### src/rtl/z80_busrq_arbiter.sv
// z80_busrq_arbiter
//
// Shares the Z80 system bus between NUM_REQ external bus masters. The block
// takes the bus from the CPU with the nBUSRQ/nBUSACK handshake, hands it to
// one master at a time in round-robin order and bounds every tenure with a
// hold timeout. After each tenure nBUSRQ stays high for a guard gap before
// the CPU can be asked again.
//
// Parameters:
//   NUM_REQ   number of requesting masters (2..8)
//   HOLD_MAX  maximum cycles a single grant may be held (>=2)
//   GAP_CYC   idle cycles after release before nBUSRQ may fall again (>=1)
//
// Ports:
//   CLK       system clock, rising edge
//   nRESET    asynchronous active-low reset
//   req       level request per master, held while wanting/holding the bus
//   nBUSACK   CPU bus acknowledge, active low
//   nBUSRQ    CPU bus request, active low, registered
//   gnt       one-hot grant, registered, zero when nobody owns the bus
//   timeout   one-cycle pulse when a grant is forcibly ended
//   busy      high whenever the arbiter is not idle
module z80_busrq_arbiter #(
  parameter int NUM_REQ  = 4,
  parameter int HOLD_MAX = 64,
  parameter int GAP_CYC  = 2
) (
  input  logic               CLK,
  input  logic               nRESET,
  input  logic [NUM_REQ-1:0] req,
  input  logic               nBUSACK,
  output logic               nBUSRQ,
  output logic [NUM_REQ-1:0] gnt,
  output logic               timeout,
  output logic               busy
);

  localparam int PW = (NUM_REQ > 1) ? $clog2(NUM_REQ) : 1;
  localparam int HW = $clog2(HOLD_MAX);
  localparam int GW = $clog2(GAP_CYC + 1);
  localparam logic [NUM_REQ-1:0] ONE = NUM_REQ'(1);

  typedef enum logic [2:0] {
    IDLE,
    REQ,
    GRANT,
    RELEASE,
    GAP
  } state_t;

  state_t        state;
  logic [PW-1:0] ptr;
  logic [PW-1:0] win;
  logic [HW-1:0] hold_cnt;
  logic [GW-1:0] gap_cnt;
  logic [PW:0]   pick;

  // Returns {found, index} of the first set request bit, searching upward
  // from p and wrapping modulo NUM_REQ. The loop runs backwards so the
  // candidate closest to p is the last one written.
  function automatic logic [PW:0] rr_pick(input logic [NUM_REQ-1:0] r,
                                          input logic [PW-1:0]      p);
    logic [PW:0] res;
    int          j;
    res = '0;
    for (int i = NUM_REQ - 1; i >= 0; i--) begin
      j = (int'(p) + i) % NUM_REQ;
      if (r[j]) res = {1'b1, j[PW-1:0]};
    end
    return res;
  endfunction

  function automatic logic [PW-1:0] next_idx(input logic [PW-1:0] w);
    return (w == PW'(NUM_REQ - 1)) ? '0 : w + 1'b1;
  endfunction

  assign pick = rr_pick(req, ptr);
  assign busy = (state != IDLE);

  always_ff @(posedge CLK or negedge nRESET) begin
    if (!nRESET) begin
      state    <= IDLE;
      nBUSRQ   <= 1'b1;
      gnt      <= '0;
      timeout  <= 1'b0;
      ptr      <= '0;
      win      <= '0;
      hold_cnt <= '0;
      gap_cnt  <= '0;
    end else begin
      timeout <= 1'b0;
      case (state)
        IDLE: begin
          if (|req) begin
            state  <= REQ;
            nBUSRQ <= 1'b0;
          end
        end

        // CPU finishes its machine cycle before acking, so no timeout here.
        REQ: begin
          if (!nBUSACK) begin
            if (pick[PW]) begin
              win      <= pick[PW-1:0];
              gnt      <= ONE << pick[PW-1:0];
              hold_cnt <= '0;
              state    <= GRANT;
            end else begin
              // Requester vanished before the ack: hand the bus straight back.
              nBUSRQ <= 1'b1;
              state  <= RELEASE;
            end
          end
        end

        GRANT: begin
          if (nBUSACK) begin
            // CPU took the bus back under us: drop the grant, no timeout.
            gnt    <= '0;
            nBUSRQ <= 1'b1;
            ptr    <= next_idx(win);
            state  <= RELEASE;
          end else if (!req[win] || hold_cnt == HW'(HOLD_MAX - 1)) begin
            // A simultaneous request drop and limit hit counts as a normal
            // end, which is exactly when req[win] is already low.
            gnt     <= '0;
            nBUSRQ  <= 1'b1;
            ptr     <= next_idx(win);
            timeout <= req[win];
            state   <= RELEASE;
          end else begin
            hold_cnt <= hold_cnt + 1'b1;
          end
        end

        RELEASE: begin
          if (nBUSACK) begin
            gap_cnt <= '0;
            state   <= GAP;
          end
        end

        GAP: begin
          if (gap_cnt == GW'(GAP_CYC - 1)) state <= IDLE;
          else gap_cnt <= gap_cnt + 1'b1;
        end

        default: state <= IDLE;
      endcase
    end
  end

endmodule

### config.mk
export PLATFORM = sky130hd
export DESIGN_NAME = z80_busrq_arbiter
export DESIGN_NICKNAME = d
export VERILOG_FILES = /design/src/rtl/z80_busrq_arbiter.sv
export SDC_FILE = /design/constraint.sdc
export NUM_CORES = 1
export LEC_CHECK = 0
export ABC_AREA = 1
export CAP_MARGIN = 20
export CELL_PAD_IN_SITES_DETAIL_PLACEMENT = 1
export CELL_PAD_IN_SITES_GLOBAL_PLACEMENT = 1
export CORE_ASPECT_RATIO = 0.9
export CORE_UTILIZATION = 40
export DETAILED_ROUTE_END_ITERATION = 8
export GPL_ROUTABILITY_DRIVEN = 0
export PLACE_DENSITY = 0.8
export RECOVER_POWER = 100
export SLEW_MARGIN = 0
export SYNTH_ARGS = -nofsm -noshare
export SYNTH_HDL_FRONTEND = slang
export SYNTH_SLANG_ARGS = --single-unit
### constraint.sdc
create_clock -name CLK -period 1.9 [get_ports CLK]
set_input_delay 0.38 -clock CLK [delete_from_list [all_inputs] [get_ports CLK]]
set_output_delay 0.38 -clock CLK [all_outputs]
set_load 0.01 [all_outputs]
### Word level (Yosys, flattened, before mapping)

Index checks and enable logic that the tools add are counted.

* add/sub/neg operators: 6
* multiply operators: 0
* div/mod/pow operators: 0
* $lt $le $gt $ge: 5
* eq/ne operators: 17
* shift-type cells: 1
* muxes and demuxes: 50
* bitwise logic cells: 4
* reductions and logical operators: 19

Operator list (number)
* 2-to-1 mux 3 bit: 10
* 2-to-1 mux 6 bit: 4
* inequality test 2 bit (second input constant): 9
* 2-to-1 mux 1 bit: 17
* 2-to-1 mux 4 bit: 4
* one-hot mux 3 bit (5 select lines): 1
* AND reduction 5 bit: 3
* < comparator 3 x 4 -> 1 bit (second input constant): 3
* one-hot mux 6 bit (2 select lines): 1
* binary-select mux 1 bit (select 2 bit): 5
* 2-to-1 mux 2 bit: 5
* one-hot mux 4 bit (2 select lines): 1
* adder 2 x 1 -> 2 bit (second input constant): 3
* adder 6 x 1 -> 6 bit (second input constant): 1
* == test 3 x 2 -> 1 bit (second input constant): 2
* == test 6 bit (second input constant): 1
* < comparator 2 x 3 -> 1 bit (second input constant): 2
* AND reduction 3 bit: 2
* nonzero test 2 bit: 3
* nonzero test 3 bit: 2
* OR reduction 2 bit: 3
* adder 2 bit (second input constant): 2
* one-hot mux 2 bit (2 select lines): 1
* AND reduction 4 bit: 1
* other kinds (14): 16

* register bits after elaboration: 21
* latch bits: 0
* memory bits (writable): 0
* memory bits (read-only): 0
* input bits: 7
* logic and storage cells: 110
* memories kept: 0

### Longest topological paths before layout

* depth after elaboration: 14
* mapped depth: 13
* depth with buffers taken out: 12

### Worst setup path before layout

OpenSTA, ideal clock, no wires.

* path type: register -> register
* start point: register hold_cnt[0]
* end point: register hold_cnt[0]
* library setup time: 0.121 ns
* data arrival time: 1.238 ns
* data required time: 1.779 ns
* path slack: 0.541 ns
* cell stages (with the launch flop): 10
* path through: dfrtp_1 ha_1 nand3_1 nor2_1 nand2_1 nand3_2 nand2_2 nand3_4 nor2_1 a21oi_1

* cells in the longest elaborated chain, start to end: 4
* elaborated cells on any way between the ends: 8

Ends and longest elaborated chain
* start, declared: line 54 `logic [HW-1:0] hold_cnt;`
* start signal, assigned: line 132 `hold_cnt <= hold_cnt + 1'b1;`
* adder 6 x 1 -> 6 bit / == test 6 bit (equally long branches): line 132, 123
* 2-to-1 mux 6 bit / logical OR 1 bit (equally long branches): line 123 `end else if (!req[win] || hold_cnt == HW'(HOLD_MAX - 1)) begin`
* 2-to-1 mux 6 bit / inequality test 2 bit (equally long branches)
* one-hot mux 6 bit (2 select lines) / AND reduction 5 bit (equally long branches)

Several ways; a longest one is shown, not always the timed one. The select of a mux whose other input is x is not followed.
A chain may end at the register's enable or synchronous reset.

### Worst setup path in the final report

* start point: register state[1]
* end point: output port busy

* cells in the longest elaborated chain, start to end: 1

Ends and longest elaborated chain
* start, declared: line 51 `state_t state;`
* start signal, assigned: line 82 `state <= IDLE;`
* start signal, assigned: line 95 `state <= REQ;`
* start signal, assigned: line 107 `state <= GRANT;`
* nonzero test 3 bit: line 78 `assign busy = (state != IDLE);`
* end, declared: line 35 `output logic busy`

Every way passes these cells.

==> metrics.txt <==
status=finished, final reports clean; Inst Count DP=between 200 and 250; drt wl/cell=13.8 um; post-synthesis cell type count=25; FF-to-FF path depth=11; core box area=roughly 0.0031 mm^2; R2R Path End=gnt[1]; Critical R2R Launch=ptr[0]; initial core utilization=a little over two fifths; Tot GR Track Use=a little over a fifth; synth warn=0; Post-Syn Nets=203; worst slew pin tran=~1.2 ns; cell area after synthesis=around 0.0014 mm^2; PortBufs=13; Reg area=527 um^2; # fillers=between 400 and 500; Syn Inst Count=between 150 and 200; total CTS buffers=3; Final WS setup=between 0.06 and 0.07 ns; DR vias/cell=4.99; Post-Place Setup Slack=between 0.02 and 0.03 ns; Fmax achieved=about 550 MHz; Critical-path top delay cell=clkdlybuf4s50_1; CP Cell Sequence=nor2_4 > nand2_1 > clkdlybuf4s50_1; Pwr Density=approximately 1600 mW/mm^2; Hold Violations, Final=0; count leader, synth=nand2_1; part of the power in registers=a little under a third; Net count, final=221; # rows=19; HP Start=nBUSRQ; chip height=57.4 um; clock share of power=11.7%; Worst Setup End Kind=output pin; min-delay worst type=reg -> reg; Setup crit start kind=flop; CTS tree=done; clock sinks=21; area leader, netlist=dfrtp_1; Setup violations, final=0; Iteration-0 DRC Markers=50; Combinational Power Share=between 50% and 60%; multi-input logic area=between 700 and 800 um^2; largest net degree at the start of global routing=22; CP required=approximately 1.5 ns; ys flop type=dfrtp_1; Hold Path End=nBUSRQ; antenna-violating nets left=0; # H-tree levels=1; R2R Setup Slk=between 0.2 and 0.25 ns; maximum VDD drop=673 uV; Reg clk slew, reported paths=0.07 ns; clock latency at the later pin of the worst-skew pair=0.26 ns; Yosys top cell area share=a little under two fifths; syn_area_per_cell=roughly 7.1 um^2; via count=around 1.3k; CTS root buffer=clkbuf_8; n_diodes=0; Hold Crit Depth=2; detailed placement HPWL=between 2 and 3 mm; EDFF count, synth=0; Worst Path Max Fanout=5; Post-Route WL=roughly 3.5 mm; max_slew headroom=between 20% and 30%; number of synthesized register bits=21; # hold bufs at CTS=0; Finished Layout Cells=roughly 250; Area Overhead vs Synth=15.6%; CP Data Arrival Time=~1.5 ns; leakage=approximately 0.84 nW; Max-Cap Viols=0; share of cells above drive strength 1=between 10% and 20%; synth cell count leaders=nand2_1 (69), dfrtp_1 (20), nor2_1 (19), inv_1 (16), nand3_1 (14); P_sw=1.25 mW; Worst Skew=roughly 0.0018 ns; iteration count of the initial detailed-routing pass=4; setup_tns=0 ns; number of global-route vias before repair=1379; internal power=around 1.2 mW; I/O pin total=14; die width=~64 um; first-pass GRT wire length=roughly 6 mm; DRC Markers=0; Clock Path Buffers=2; initial antenna violation count=0; period utilization=a little over nine tenths; min cycle time layout=1.83 ns; switching share of power=roughly 50%; Setup CP Type=reg -> out; Finished Core Util=~50%; Slew Limit Fails=0; sequential-to-total area share from yosys stat=roughly two fifths; Die Footprint=roughly 0.0036 mm^2; share of synthesized registers carrying an async set or reset=100%; Remaining Overflow, GRT=0; RSZ-0062 raised after global routing=no; Synth area leaders=dfrtp_1 (37%), nand2_1 (19%), nand2_2 (6.0%), nor2_1 (5.2%), nand3_1 (5.1%); Crit path largest cell delay=0.48 ns
==> per-stage QoR <==
stage | hold WS, ns | power [mW] | area [um^2]
after global routing | 0.496 | 2.74 | 1580
after CTS | 0.466 | 2.56 | 1590
after global placement | 0.464 | 2.15 | 1540
after detailed placement | 0.467 | 2.24 | 1540
final | 0.476 | 2.49 | 1580
after floorplan | 0.0844 | 1.84 | 1360
==> sequential cells by signal, indices dropped and copies added (netlist names) <==
name / flops
timeout: 1
ptr: 2
hold_cnt: 6
state: 3
gap_cnt: 2
gnt: 4
nBUSRQ: 1
win: 2
==> layout by cell type, fill, tap and decap left out <==
| master | netlist | routed |
|---|---|---|
| inv_1 | 16 | 16 |
| o21ai_0 | 0 | 3 |
| nand3_1 | 14 | 15 |
| o22ai_1 | 1 | 1 |
| xor2_1 | 2 | 2 |
| ha_1 | 3 | 3 |
| clkdlybuf4s50_1 | 0 | 5 |
| nand3_4 | 1 | 1 |
| nand3_2 | 3 | 2 |
| nor3_1 | 2 | 2 |
| nor2_1 | 19 | 19 |
| inv_2 | 5 | 5 |
| nor3_2 | 1 | 1 |
| nand2_1 | 69 | 72 |
| o21ai_1 | 9 | 6 |
| nand4_1 | 1 | 1 |
| dfrtp_1 | 20 | 20 |
| mux2i_1 | 1 | 1 |
| clkbuf_8 | 0 | 3 |
| nand3b_1 | 1 | 1 |
| nor2_2 | 3 | 2 |
| nor2_4 | 0 | 1 |
| inv_8 | 1 | 1 |
| o31ai_1 | 1 | 1 |
| xnor2_1 | 1 | 1 |
| dlygate4sd3_1 | 0 | 8 |
| a21oi_1 | 4 | 4 |
| clkbuf_1 | 0 | 2 |
| dfstp_2 | 1 | 1 |
| nand2_2 | 13 | 10 |
==> logic make-up (layout without fill, tap and decap cells) <==
family                     count (synthesis)  in the layout  share of synthesized area (%)
buffers and inverters                     23             40                           7.44
xor gates and xnor gates                   3              3                           1.93
and+or+nand+nor                          127            127                           42.7
DFF                                       21             21                           38.7
muxes                                      1              1                          0.735
AOI/OAI and AO/OA                         15             15                           5.79
adders and majority gates                  3              3                           2.76
==> critical path, delay by kind of cell (launching register included) <==
family | cells | cell delay, ns
buf+inv | 1 | 0.48
flops | 1 | 0.46
simple gates | 2 | 0.25
==> cell type report <==
type | count | area share, %
sequential | 21 | 33.4
inverter | 22 | 5.72
clock buffer | 4 | 2.86
multi-input combinational | 149 | 46.1
tap | 42 | 3.34
timing repair buffer | 14 | 8.50
==> layer usage <==
metal | GRT usage [%] | wire length [um] | vias up | part of all wire [%]
met5 | 0 | 0 | - | 0
met3 | 4.60 | 93 | 10 | 2.7
met2 | 37.4 | 1640 | 19 | 47
li1 | - | - | 637 | -
met4 | 7.14 | 63 | 0 | 1.8
met1 | 26.0 | 1670 | 592 | 48
==> worst max-delay path by stage <==
stage | startpoint | end | slack [ns] | cells after the start
2_1_floorplan | hold_cnt[0] | hold_cnt[0] | 0.54 | 9
3_3_place_gp | req[1] | gnt[0] | 0.05 | 12
3_5_place_dp | req[3] | gnt[1] | 0.03 | 12
4_1_cts | state[1] | busy | 0.01 | 3
5_1_grt | state[1] | busy | 0.002 | 3
6_report | state[1] | busy | 0.07 | 3
==> power groups by stage <==
stage / registers, mW / clock network (mW) / logic, mW
2_1_floorplan: 0.721 / 0 / 1.12
3_3_place_gp: 0.769 / 0 / 1.38
3_5_place_dp: 0.777 / 0 / 1.46
4_1_cts: 0.771 / 0.310 / 1.48
5_1_grt: 0.797 / 0.321 / 1.62
6_report: 0.775 / 0.292 / 1.43
==> what timing repair did <==
item                                    CTS  global route
resized for setup                         0             1
setup buffers                             0             0
endpoints found under the setup margin    0             1
No activity file was read; power rests on OpenSTA's default activity.
